File: src/rtl/fpu_pin_sequencer.sv
// Byte-serial pin front end for the FPU: assembles opcode + two operands, issues them, returns result + flags.
// Latency: 1 cycle from the 9th synchronized byte event to fpu_valid_o; FPU backpressure holds the request indefinitely.
module fpu_pin_sequencer #(
  parameter int SYNC_STAGES = 2,
  parameter int TIMEOUT     = 255,
  parameter int OUT_HOLD    = 4
) (
  input  logic        wb_clk_i,
  input  logic        wb_rst_i,
  input  logic [7:0]  pin_data_i,
  input  logic        pin_stb_i,
  input  logic        pin_sof_i,
  output logic [31:0] fpu_op_a_o,
  output logic [31:0] fpu_op_b_o,
  output logic [3:0]  fpu_opcode_o,
  output logic [2:0]  fpu_rmode_o,
  output logic        fpu_valid_o,
  input  logic        fpu_ready_i,
  input  logic [31:0] fpu_res_i,
  input  logic [4:0]  fpu_flags_i,
  input  logic        fpu_res_valid_i,
  output logic [7:0]  pin_data_o,
  output logic        pin_stb_o,
  output logic        busy_o,
  output logic        err_o
);

  localparam int TW = (TIMEOUT < 1) ? 1 : $clog2(TIMEOUT + 1);
  localparam int HW = (OUT_HOLD < 2) ? 1 : $clog2(OUT_HOLD);
  localparam logic [TW-1:0] TMO_MAX   = TW'(TIMEOUT);
  localparam logic [HW-1:0] HOLD_LAST = HW'(OUT_HOLD - 1);

  typedef enum logic [2:0] {S_IDLE, S_LOAD, S_ISSUE, S_WAIT, S_SEND} state_t;

  typedef struct packed {
    logic [31:0] op_b;
    logic [31:0] op_a;
    logic [2:0]  rmode;
    logic [3:0]  opcode;
  } req_t;

  typedef struct packed {
    logic [4:0]  flags;
    logic [31:0] res;
  } rsp_t;

  state_t                 state_q, state_d;
  logic [SYNC_STAGES-1:0] stb_sync, sof_sync;
  logic                   stb_prev;
  logic                   byte_evt, sof_evt;
  logic                   sof_accept, byte_store, busy_drop, tmo_abort;
  logic [3:0]             byte_cnt;
  logic [TW-1:0]          tmo_cnt;
  logic                   tmo_hit;
  logic [2:0]             send_idx;
  logic [HW-1:0]          hold_cnt;
  logic                   low_phase;
  logic                   send_last;
  logic                   err_q;
  req_t                   req_q;
  rsp_t                   rsp_q;

  // Strobe and SOF share the same depth so SOF lines up with its byte event.
  always_ff @(posedge wb_clk_i or posedge wb_rst_i) begin
    if (wb_rst_i) begin
      stb_sync <= '0;
      sof_sync <= '0;
      stb_prev <= 1'b0;
    end else begin
      stb_sync <= {stb_sync[SYNC_STAGES-2:0], pin_stb_i};
      sof_sync <= {sof_sync[SYNC_STAGES-2:0], pin_sof_i};
      stb_prev <= stb_sync[SYNC_STAGES-1];
    end
  end

  assign byte_evt  = stb_sync[SYNC_STAGES-1] & ~stb_prev;
  assign sof_evt   = sof_sync[SYNC_STAGES-1];
  assign tmo_hit   = (tmo_cnt == TMO_MAX);
  assign send_last = low_phase && (hold_cnt == HOLD_LAST) && (send_idx == 3'd4);

  assign sof_accept = byte_evt && sof_evt && ((state_q == S_IDLE) || (state_q == S_LOAD));
  assign byte_store = byte_evt && !sof_evt && (state_q == S_LOAD);
  assign busy_drop  = byte_evt && ((state_q == S_ISSUE) || (state_q == S_WAIT) || (state_q == S_SEND));
  assign tmo_abort  = ((state_q == S_LOAD) && !byte_evt && tmo_hit) ||
                      ((state_q == S_WAIT) && !fpu_res_valid_i && tmo_hit);

  always_ff @(posedge wb_clk_i or posedge wb_rst_i) begin
    if (wb_rst_i) state_q <= S_IDLE;
    else          state_q <= state_d;
  end

  always_comb begin
    state_d = state_q;
    case (state_q)
      S_IDLE:  if (byte_evt && sof_evt) state_d = S_LOAD;
      S_LOAD: begin
        if (byte_evt) begin
          if (!sof_evt && byte_cnt == 4'd8) state_d = S_ISSUE;
        end else if (tmo_hit) begin
          state_d = S_IDLE;
        end
      end
      S_ISSUE: if (fpu_ready_i) state_d = S_WAIT;
      S_WAIT: begin
        if (fpu_res_valid_i) state_d = S_SEND;
        else if (tmo_hit)    state_d = S_IDLE;
      end
      S_SEND:  if (send_last) state_d = S_IDLE;
      default: state_d = S_IDLE;
    endcase
  end

  // Idle-gap / result-wait counter restarts on every state change and every LOAD byte.
  always_ff @(posedge wb_clk_i or posedge wb_rst_i) begin
    if (wb_rst_i) begin
      tmo_cnt <= '0;
    end else if ((state_q != state_d) || ((state_q == S_LOAD) && byte_evt)) begin
      tmo_cnt <= '0;
    end else if (((state_q == S_LOAD) || (state_q == S_WAIT)) && !tmo_hit) begin
      tmo_cnt <= tmo_cnt + TW'(1);
    end
  end

  always_ff @(posedge wb_clk_i or posedge wb_rst_i) begin
    if (wb_rst_i) begin
      err_q <= 1'b0;
    end else if (sof_accept) begin
      err_q <= 1'b0;
    end else if (busy_drop || tmo_abort) begin
      err_q <= 1'b1;
    end
  end

  // Bytes land straight in the request register; a restart overwrites every field before issue.
  always_ff @(posedge wb_clk_i or posedge wb_rst_i) begin
    if (wb_rst_i) begin
      req_q    <= '0;
      byte_cnt <= '0;
    end else if (sof_accept) begin
      req_q.opcode <= pin_data_i[3:0];
      req_q.rmode  <= pin_data_i[6:4];
      byte_cnt     <= 4'd1;
    end else if (byte_store) begin
      case (byte_cnt)
        4'd1:    req_q.op_a[7:0]   <= pin_data_i;
        4'd2:    req_q.op_a[15:8]  <= pin_data_i;
        4'd3:    req_q.op_a[23:16] <= pin_data_i;
        4'd4:    req_q.op_a[31:24] <= pin_data_i;
        4'd5:    req_q.op_b[7:0]   <= pin_data_i;
        4'd6:    req_q.op_b[15:8]  <= pin_data_i;
        4'd7:    req_q.op_b[23:16] <= pin_data_i;
        4'd8:    req_q.op_b[31:24] <= pin_data_i;
        default: ;
      endcase
      byte_cnt <= byte_cnt + 4'd1;
    end
  end

  always_ff @(posedge wb_clk_i or posedge wb_rst_i) begin
    if (wb_rst_i) begin
      rsp_q <= '0;
    end else if ((state_q == S_WAIT) && fpu_res_valid_i) begin
      rsp_q <= {fpu_flags_i, fpu_res_i};
    end
  end

  // Each returned byte: OUT_HOLD cycles strobe high, then OUT_HOLD cycles low.
  always_ff @(posedge wb_clk_i or posedge wb_rst_i) begin
    if (wb_rst_i) begin
      send_idx  <= '0;
      hold_cnt  <= '0;
      low_phase <= 1'b0;
    end else if (state_q != S_SEND) begin
      send_idx  <= '0;
      hold_cnt  <= '0;
      low_phase <= 1'b0;
    end else if (hold_cnt == HOLD_LAST) begin
      hold_cnt  <= '0;
      low_phase <= ~low_phase;
      if (low_phase) send_idx <= send_idx + 3'd1;
    end else begin
      hold_cnt <= hold_cnt + HW'(1);
    end
  end

  always_comb begin
    fpu_valid_o = (state_q == S_ISSUE);
    busy_o      = (state_q != S_IDLE);
    pin_stb_o   = (state_q == S_SEND) && !low_phase;
    pin_data_o  = 8'h00;
    if (state_q == S_SEND) begin
      case (send_idx)
        3'd0:    pin_data_o = rsp_q.res[7:0];
        3'd1:    pin_data_o = rsp_q.res[15:8];
        3'd2:    pin_data_o = rsp_q.res[23:16];
        3'd3:    pin_data_o = rsp_q.res[31:24];
        3'd4:    pin_data_o = {3'b000, rsp_q.flags};
        default: pin_data_o = 8'h00;
      endcase
    end
  end

  assign fpu_op_a_o   = req_q.op_a;
  assign fpu_op_b_o   = req_q.op_b;
  assign fpu_opcode_o = req_q.opcode;
  assign fpu_rmode_o  = req_q.rmode;
  assign err_o        = err_q;

endmodule

File: config.mk
export PLATFORM = sky130hd
export DESIGN_NAME = fpu_pin_sequencer
export DESIGN_NICKNAME = d
export VERILOG_FILES = /design/src/rtl/fpu_pin_sequencer.sv
export SDC_FILE = /design/constraint.sdc
export NUM_CORES = 1
export LEC_CHECK = 0
export CAP_MARGIN = 20
export CORE_MARGIN = 2
export CORE_UTILIZATION = 45
export CTS_CLUSTER_SIZE = 10
export DETAILED_ROUTE_END_ITERATION = 10
export GPL_ROUTABILITY_DRIVEN = 0
export PLACE_DENSITY = 0.83
export SYNTH_ARGS = -nofsm -noshare
export SYNTH_HDL_FRONTEND = slang
export SYNTH_SLANG_ARGS = --single-unit
File: constraint.sdc
create_clock -name wb_clk_i -period 4.9 [get_ports wb_clk_i]
set_clock_uncertainty 0.2 [all_clocks]
set_input_delay 0.735 -clock wb_clk_i [delete_from_list [all_inputs] [get_ports wb_clk_i]]
set_output_delay 0.735 -clock wb_clk_i [all_outputs]
set_load 0.02 [all_outputs]
==> results.md, run 1 <==
- The endpoint identified for the worst register-to-register timing path is fpu_op_b_o[31]$_DFFE_PP0P_.
- The flow ran to the end, and the final reports show no timing, DRC or antenna violations.
- The share of total power dissipated in the clock network is about 36%.
- The internal power of the cells totals 2700 uW.
- The cell at the root of the clock tree is clkbuf_16.
- Global routing consumed, over all layers together, 20.8% of the routing resources.
- TritonCTS built the clock tree.
- Setup slack on the worst reg-to-reg path comes out at roughly 2400 ps.
- The source-to-sink clock delay at the later pin of the worst-skew pair is roughly 420 ps.
- Per report_power, the sequential group accounts for ~40% of the total.
- The proportion of total power due to net switching is approximately 28%.
- Setup violations remaining at the end of the flow were counted as 0.
- After routing the design area is slightly below 0.008 mm2.
- The average footprint of a synthesized cell is about 14 um2.
- The final net count is slightly above 600.
- The initial standard-cell utilization of the core is 45.9%.
- The headroom to the max-slew limit is a little over two fifths.
- The total I/O pin count is ~130.
- The number of instances resized during post-cts repair is 0.
- The critical path goes through inv_1 -> ha_1 -> nor2b_1 -> o41ai_1 -> clkbuf_2 -> a31oi_1 -> clkdlybuf4s50_1.
- The number of vias after detailed routing is 3896.
- The startpoint identified for the worst register-to-register timing path is state_q[1]$_DFF_PP0_.
- The share of total power dissipated in combinational logic is 23.1%.
- The worst hold path terminates at stb_sync[1]$_DFF_PP0_.
- The number of max-cap violations is 0.
- Total power for the finished layout comes to ~3700 uW.
- The timing-limited maximum frequency is approximately 0.26 GHz.
- The worst vdd rail ir drop is roughly 0.32 mV.
- The transition time at the pin with the least slew margin is 850 ps.
- The final number of hold-violating endpoints is 0.
- After detailed routing, the number of remaining DRC violations is 0.
- The post-detailed-route count of antenna-violating nets is 0.
- Synthesis inferred 135 register bits.
- The standard cell with the maximum stage delay on the critical path is clkdlybuf4s50_1.
- The worst path uses 77.1% of the clock period.
- CTS built an H-tree with a depth of 4.
- The post-CTS repair timing setup buffer count is 0.
- For this design the static power due to leakage is 0.00335 uW.
- Synthesis produced a netlist whose cell count is 410.
- The per-cell routed wire length is about 18 um.
- In this run, the number of DRC markers left after iteration 0 of detailed routing was approximately 250.
- The path class of the tightest hold or removal check is reg2reg.
- The clock-pin slew on the worst setup and hold paths is 60 ps.
- The top cell types in the final layout, fill and taps aside, are dfrtp_1, clkdlybuf4s50_1, mux2_2, clkbuf_16, a22oi_1.
- No sink is reached through more buffers than the 2 on the longest clock path.
- The number of buffer cells added on primary ports is around 130.
- The combined area of all synthesized cells is 0.00574 mm2.
- The number of cells on the worst reg-to-reg path is 3.
- The number of slew-limit violations in the final report came to 0.
- STA classifies the critical path endpoint as an output port.
- Synthesis produced a netlist with a net count of between 400 and 500.
- The critical path required time is 3960 ps.
- The number of global-route vias before repair was 4128.
- In this design, the largest share of critical-path delay is due to buffers and inverters.
- STA puts the critical path data arrival time at about 2800 ps.
- The repair_antennas step left the layout with diodes totalling 0.
- The leading cell type in the layout, fill and taps excluded is dfrtp_1.
- The power density relative to cell area is about 470 mW/mm2.
- Along the worst path, the maximum fanout reaches 9.
- The total half-perimeter wirelength after legalization and detailed placement is 9.35 mm.
- The wire length after detailed routing is 13.6 mm.
- After layout, the minimum clock period comes to 3780 ps.
- The startpoint type of the worst setup path is a register.
- The floorplan step defined a die boundary enclosing roughly 0.014 mm2.
- The share of cells above drive strength 1 is 27.8%.
- Entering global routing, the biggest net connects 74 pins.
- Sequential cells were found to cover approximately 59% of the synthesized design area.
- The pre-antenna-repair detailed-routing pass consisted of 4 iterations.
- The placeable core area is about 0.013 mm2.
- Dividing the detail-routed via count by the number of cells gives roughly 5.3.
- The number of clock buffers added by TritonCTS is 17.
- The number of clock sinks is around 140.
- The floorplan step set the die height to approximately 120 um.
- The critical path in this run is classified as reg2out.
- Relative to the synthesized area, the layout overhead comes to 37.4%.
- The first global-routing pass estimated about 21 mm of wire.
- The highest cell delay on the worst timing path is 620 ps.
- The warning count from the yosys run is 0.
- The hold path depth is 0.
- The number of buffers and inverters on the critical path is 3.
- The setup slack at placement is approximately 1300 ps.
- Setup slack on the critical path of the routed design comes to 1120 ps.
- Summed over all layers, the global routing overflow is 0.
- The netlist uses between 40 and 50 different library cells.
- Row generation in the floorplan step produced 41 rows.
- The placed instances occupy a cell area of 0.00725 mm2.
- In this run, post-CTS hold repair placed 0 buffers.
- The die boundary width is 117 um.
- The analysis attributes to net switching a power of around 1000 uW.
- Setup repair after global routing left no endpoint under its margin.
- The total negative slack is 0 ps.
- In this run the most critical hold path is launched from stb_sync[0]$_DFF_PP0_.
- The number of antenna violations at the first check in global routing came to 0.
- The critical path starts at send_idx[0]$_DFFE_PP0P_.
-- metal layers --
layer	vias to the layer above	GRT usage (%)	share of wire, %
met3	21	10.9	11
met4	0	8.31	1.4
li1	1774	-	-
met1	1943	24.7	41
met5	-	0	0
met2	158	32.0	47
-- final cells by class --
| cell class | instances | area [um2] |
|---|---|---|
| Fill cell | 960 | 4630 |
| Sequential cell | 135 | 3380 |
| Multi-Input combinational cell | 250 | 2260 |
| Timing Repair Buffer | 136 | 1360 |
| Clock buffer | 20 | 457 |
| Tap cell | 172 | 215 |
| Clock inverter | 12 | 174 |
| Inverter | 9 | 36.3 |
-- metrics by stage --
step	hold slack [ps]	std cells	utilization, %
finish	146	734	63.0
detailed placement	137	701	57.9
global route	154	734	63.0
floorplan	131	410	-
global placement	138	701	57.9
CTS	150	733	62.9
-- how the worst max path moves through the flow --
| stage | slack, ps | cells after the start | to |
|---|---|---|---|
| finish | 1120 | 7 | pin_data_o[2] |
| global route | 920 | 7 | pin_data_o[0] |
| detailed placement | 1260 | 5 | pin_data_o[6] |
| floorplan | 350 | 1 | byte_cnt[0]$_DFFE_PP0P_ |
| CTS | 780 | 5 | pin_data_o[6] |
| global placement | 1360 | 5 | pin_data_o[3] |
-- state kept, by name, indices dropped and copies added (netlist names), 3 cells and up --
| name | count |
|---|---|
| fpu_op_b_o | 32 |
| rsp_q | 37 |
| fpu_opcode_o | 4 |
| fpu_op_a_o | 32 |
| tmo_cnt | 8 |
| send_idx | 3 |
| byte_cnt | 4 |
| state_q | 3 |
| fpu_rmode_o | 3 |
-- cell families after synthesis --
group	share of synthesized area [%]
DFF	58.9
muxes	21.7
and+or+nand+nor	8.07
AOI/OAI and AO/OA	5.97
buffers and inverters	1.77
adders and majority gates	2.40
xor gates and xnor gates	1.22
-- cell usage after synthesis --
library cell	count	area, um2
dfrtp_1	135	3380
mux2_2	107	1200
a22oi_1	16	120
a21oi_1	12	60.1
ha_1	11	138
nand2_1	11	41.3
inv_1	9	33.8
nor3_1	9	45.0
nor2_1	8	30.0
a31oi_1	6	37.5
buf_2	6	30.0
clkbuf_1	6	22.5
nand4_1	5	31.3
nor2b_1	5	31.3
buf_1	4	15.0
nand3_1	4	20.0
nand3_2	4	40.0
xnor2_1	4	35.0
xor2_1	4	35.0
a2111oi_0	3	26.3
and2_1	3	18.8
mux2i_1	3	30.0
nand2_2	3	18.8
nand2b_1	3	18.8
o211ai_1	3	22.5
o21ai_0	3	15.0
and4b_1	2	20.0
nor3b_1	2	15.0
nor4b_4	2	47.6
o21a_1	2	15.0
or3_1	2	12.5
a211oi_1	1	7.51
a211oi_2	1	12.5
and4_1	1	8.76
mux2_1	1	11.3
nand4b_1	1	8.76
nor3_4	1	16.3
nor4bb_1	1	10.0
o211a_1	1	10.0
o31ai_1	1	7.51
o41ai_1	1	8.76
or2_2	1	6.26
or3b_2	1	8.76
or4b_4	1	13.8
-- power by group through the flow --
stage | clock [uW] | combinational [uW] | sequential, uW
global placement | 0 | 851 | 1530
CTS | 1370 | 878 | 1530
global route | 1420 | 943 | 1550
finish | 1350 | 866 | 1530
detailed placement | 0 | 869 | 1540
floorplan | 0 | 366 | 1630
Power figures use the tool's default switching activity.
==> run 2: changes to the inputs <==
Settings changed: PLACE_DENSITY 0.83 to 0.86.
Clock period 4.9 ns to 3 ns, I/O delays scaled along.
==> run 2 against run 1 <==
First-iteration DRC count fell by 25%; die area did not move; cell area rose by 0.16%; cell count rose by 1.4%; register-to-register slack got worse by 1900 ps; critical path depth fell by 1; sequential power rose by 61%; via count rose by 0.41%; count of clock-buffer cells in the layout did not move; core utilization rose by 0.10 points; largest cell class unchanged; highest routed layer unchanged.
==> results.md, run 2 (synthesized netlist as in run 1, its figures left out) <==
- The die covers 0.0137 mm2.
- The critical path in this run is classified as reg2out.
- The core region is 0.0125 mm2.
- The tightest min-delay check is of the reg2reg type.
- Data arrives at the worst endpoint at around 2200 ps.
- The flip-flop count of the largest register, all copies and words added is 37.
- The final number of hold-violating endpoints is 0.
- CTS saw ~140 sinks.
- At the worst endpoint, the required time is ~2400 ps.
- Setup repair after global routing left no endpoint under its margin.
- TritonCTS built the clock tree.
- The leading cell type in the layout, fill and taps excluded is dfrtp_1.
- The post-route total power is about 5900 uW.
- The tree is rooted in a clkbuf_16.
- In this run the tool buffered the top-level ports with approximately 130 buffer cells.
- Internal power comes to roughly 4200 uW.
- The number of H-tree branching levels is 4.
- The worst setup path is launched from a register.
- Registers are responsible for 41.8% of the overall power.
- The area added between synthesis and finish is 37.6%.
- The wire length of the first global-routing pass is between 20 and 25 mm.
- The floorplan has just over 40 rows.
- In the final design database the tool counted 621 nets.
- Before antenna repair, the detailed router went through 4 iterations.
- In this run the static leakage power is between 0.003 and 0.004 uW.
- The number of slew-limit violations in the final report is 0.
- Subtracting the final worst setup slack from the clock period gives ~2900 ps.
- The clock network is responsible for between 30% and 40% of the overall power.
- The total negative slack is 0 ps.
- The run finished with clean final reports.
- Across the run, the number of max-cap violations was 0.
- Combinational logic burns 25.0% of the power.
- The number of filler instances in the final layout is roughly 950.
- The vertical extent of the die is around 120 um.
- Of the cells placed in the final design, the portion with a size suffix greater than 1 is 28.8%.
- The number of vias after detailed routing is around 4k.
- The register bank with the most flops is rsp_q.
- The power density relative to cell area is approximately 750 mW/mm2.
- Clock tree synthesis inserted a total of 17 buffers.
- The wire length after detailed routing is 13.7 mm.
- Net switching is 28.6% of the power.
- STA classifies the critical path endpoint as an output port.
- The per-cell routed wire length is around 18 um.
- The period utilization is about 96%.
- Leaving out fill and tap cells, the most frequent cells in the layout are dfrtp_1, clkdlybuf4s50_1, mux2_2, clkbuf_16, a22oi_1.
- Setup violations remaining at the end of the flow were counted as 0.
- The post-detailed-route count of antenna-violating nets is 0.
- For this run, the top clock speed supported by timing is between 0.3 and 0.4 GHz.
- In the routed design, unresolved DRC markers number 0.
- The power dissipated by switching net loads is ~1700 uW.
- After clock tree synthesis, the clock-pin slew on the worst setup and hold paths is about 50 ps.
- The number of vias per cell after detailed routing is roughly 5.3.
- The source-to-sink clock delay at the later pin of the worst-skew pair is around 420 ps.
- The worst vdd rail ir drop is approximately 0.65 mV.
- Along the worst path, the maximum fanout reaches 8.
- For this run the aggregate overflow at the end of global routing stands at 0.
- The maximum root-to-sink buffer count is 2.
- The headroom to the max-slew limit is 59.6%.
- Across every metal layer, demand over resource in global routing totals a little over a fifth.
- The number of global-route vias before repair is around 4.2k.
- The number of antenna violations at the first check in global routing was 0.
- The violation count after the first detailed-route iteration is 189.
- The finished layout cell area is between 0.007 and 0.008 mm2.
- For this run, the number of standard cells in the final layout without fillers is between 700 and 800.
- The total half-perimeter wirelength after legalization and detailed placement is ~9.8 mm.
- The initial standard-cell utilization of the core is approximately 46%.
- For this design the top-level I/O count stands at roughly 130.
- The maximum number of pins on one net before global-route repair is between 70 and 80.
- The post-placement cell area is roughly 0.0073 mm2.
- The diode insertion count for antenna repair is 0.
- Once placement completed, the tool counted placed cells totaling 712.
- The transition time at the pin with the least slew margin is a little over 600 ps.
- The die boundary width is between 100 and 150 um.
[run 2: cell count changes in the layout (fill, tap and decap cells not counted), sizes merged]
cell,change
inv,-2
clkdlybuf4s50,-9
dlygate4sd2,+8
clkbuf,-1
dlymetal6s2s,+1
buf,+11
clkinvlp,+2
clkinv,+2
bufinv,-2
[run 2: stage by stage]
stage	worst slack (ps)	utilization, %	hold WS (ps)
CTS	8.18	63.1	153
floorplan	328	-	131
finish	123	63.1	148
detailed placement	346	58.6	139
global placement	367	58.6	135
global route	33.0	63.1	156
[run 2: repair_timing]
item	4_1_cts	5_1_grt
buffers inserted	0	0
hold buffers	0	0
endpoints found under the hold margin	0	0
resized for setup	8	1
setup endpoints to repair	8	1
[run 2: final timing paths]
path | start | to | slack [ps] | depth (start not counted)
setup / recovery | send_idx[0]$_DFFE_PP0P_ | pin_data_o[0] | 120 | 6
hold / removal | stb_sync[0]$_DFF_PP0_ | stb_sync[1]$_DFF_PP0_ | 150 | 0
setup reg to reg | state_q[1]$_DFF_PP0_ | fpu_op_a_o[23]$_DFFE_PP0P_ | 530 | 5
hold reg to reg | stb_sync[0]$_DFF_PP0_ | stb_sync[1]$_DFF_PP0_ | 150 | 0
max in group asynchronous | wb_rst_i | fpu_op_a_o[21]$_DFFE_PP0P_ | 1590 | 3
min in group asynchronous | wb_rst_i | fpu_op_a_o[13]$_DFFE_PP0P_ | 220 | 2
[run 2: area by class of cell]
cell class | count | area (um2) | area share [%]
clock buffer | 20 | 437 | 5.53
clock inverter | 12 | 130 | 1.65
inverter | 9 | 37.5 | 0.475
multi-input combinational | 250 | 2260 | 28.7
sequential | 135 | 3380 | 42.8
tap | 172 | 215 | 2.73
timing repair buffer | 146 | 1430 | 18.2
[run 2: worst max-delay path: stages, from the launching register on]
cell and delay [ps]:
dfrtp_1 400, ha_1 210, ha_1 190, o41ai_1 370
buf_4 230, a31oi_1 70, dlygate4sd2_1 350
[run 2: power groups by stage]
stage | clock network [uW] | registers, uW | logic, uW
finish | 1970 | 2470 | 1480
detailed placement | 0 | 2500 | 1480
global route | 2110 | 2510 | 1590
floorplan | 0 | 2670 | 599
global placement | 0 | 2470 | 1430
CTS | 2010 | 2470 | 1490
[run 2: per-layer routing]
layer  global-route usage (%)  wire length [um]  vias up
met5                        0                 0        -
met4                     9.49               272        0
li1                         -                 -     1792
met3                     10.6              1360       23
met2                     35.4              6820      134
met1                     22.8              5250     1963
==> run 3: changes to the inputs <==
Settings changed: CTS_CLUSTER_DIAMETER set to 30.
==> results of run 3 <==
The final DEF is identical to that of run 2; final timing and power are the same.
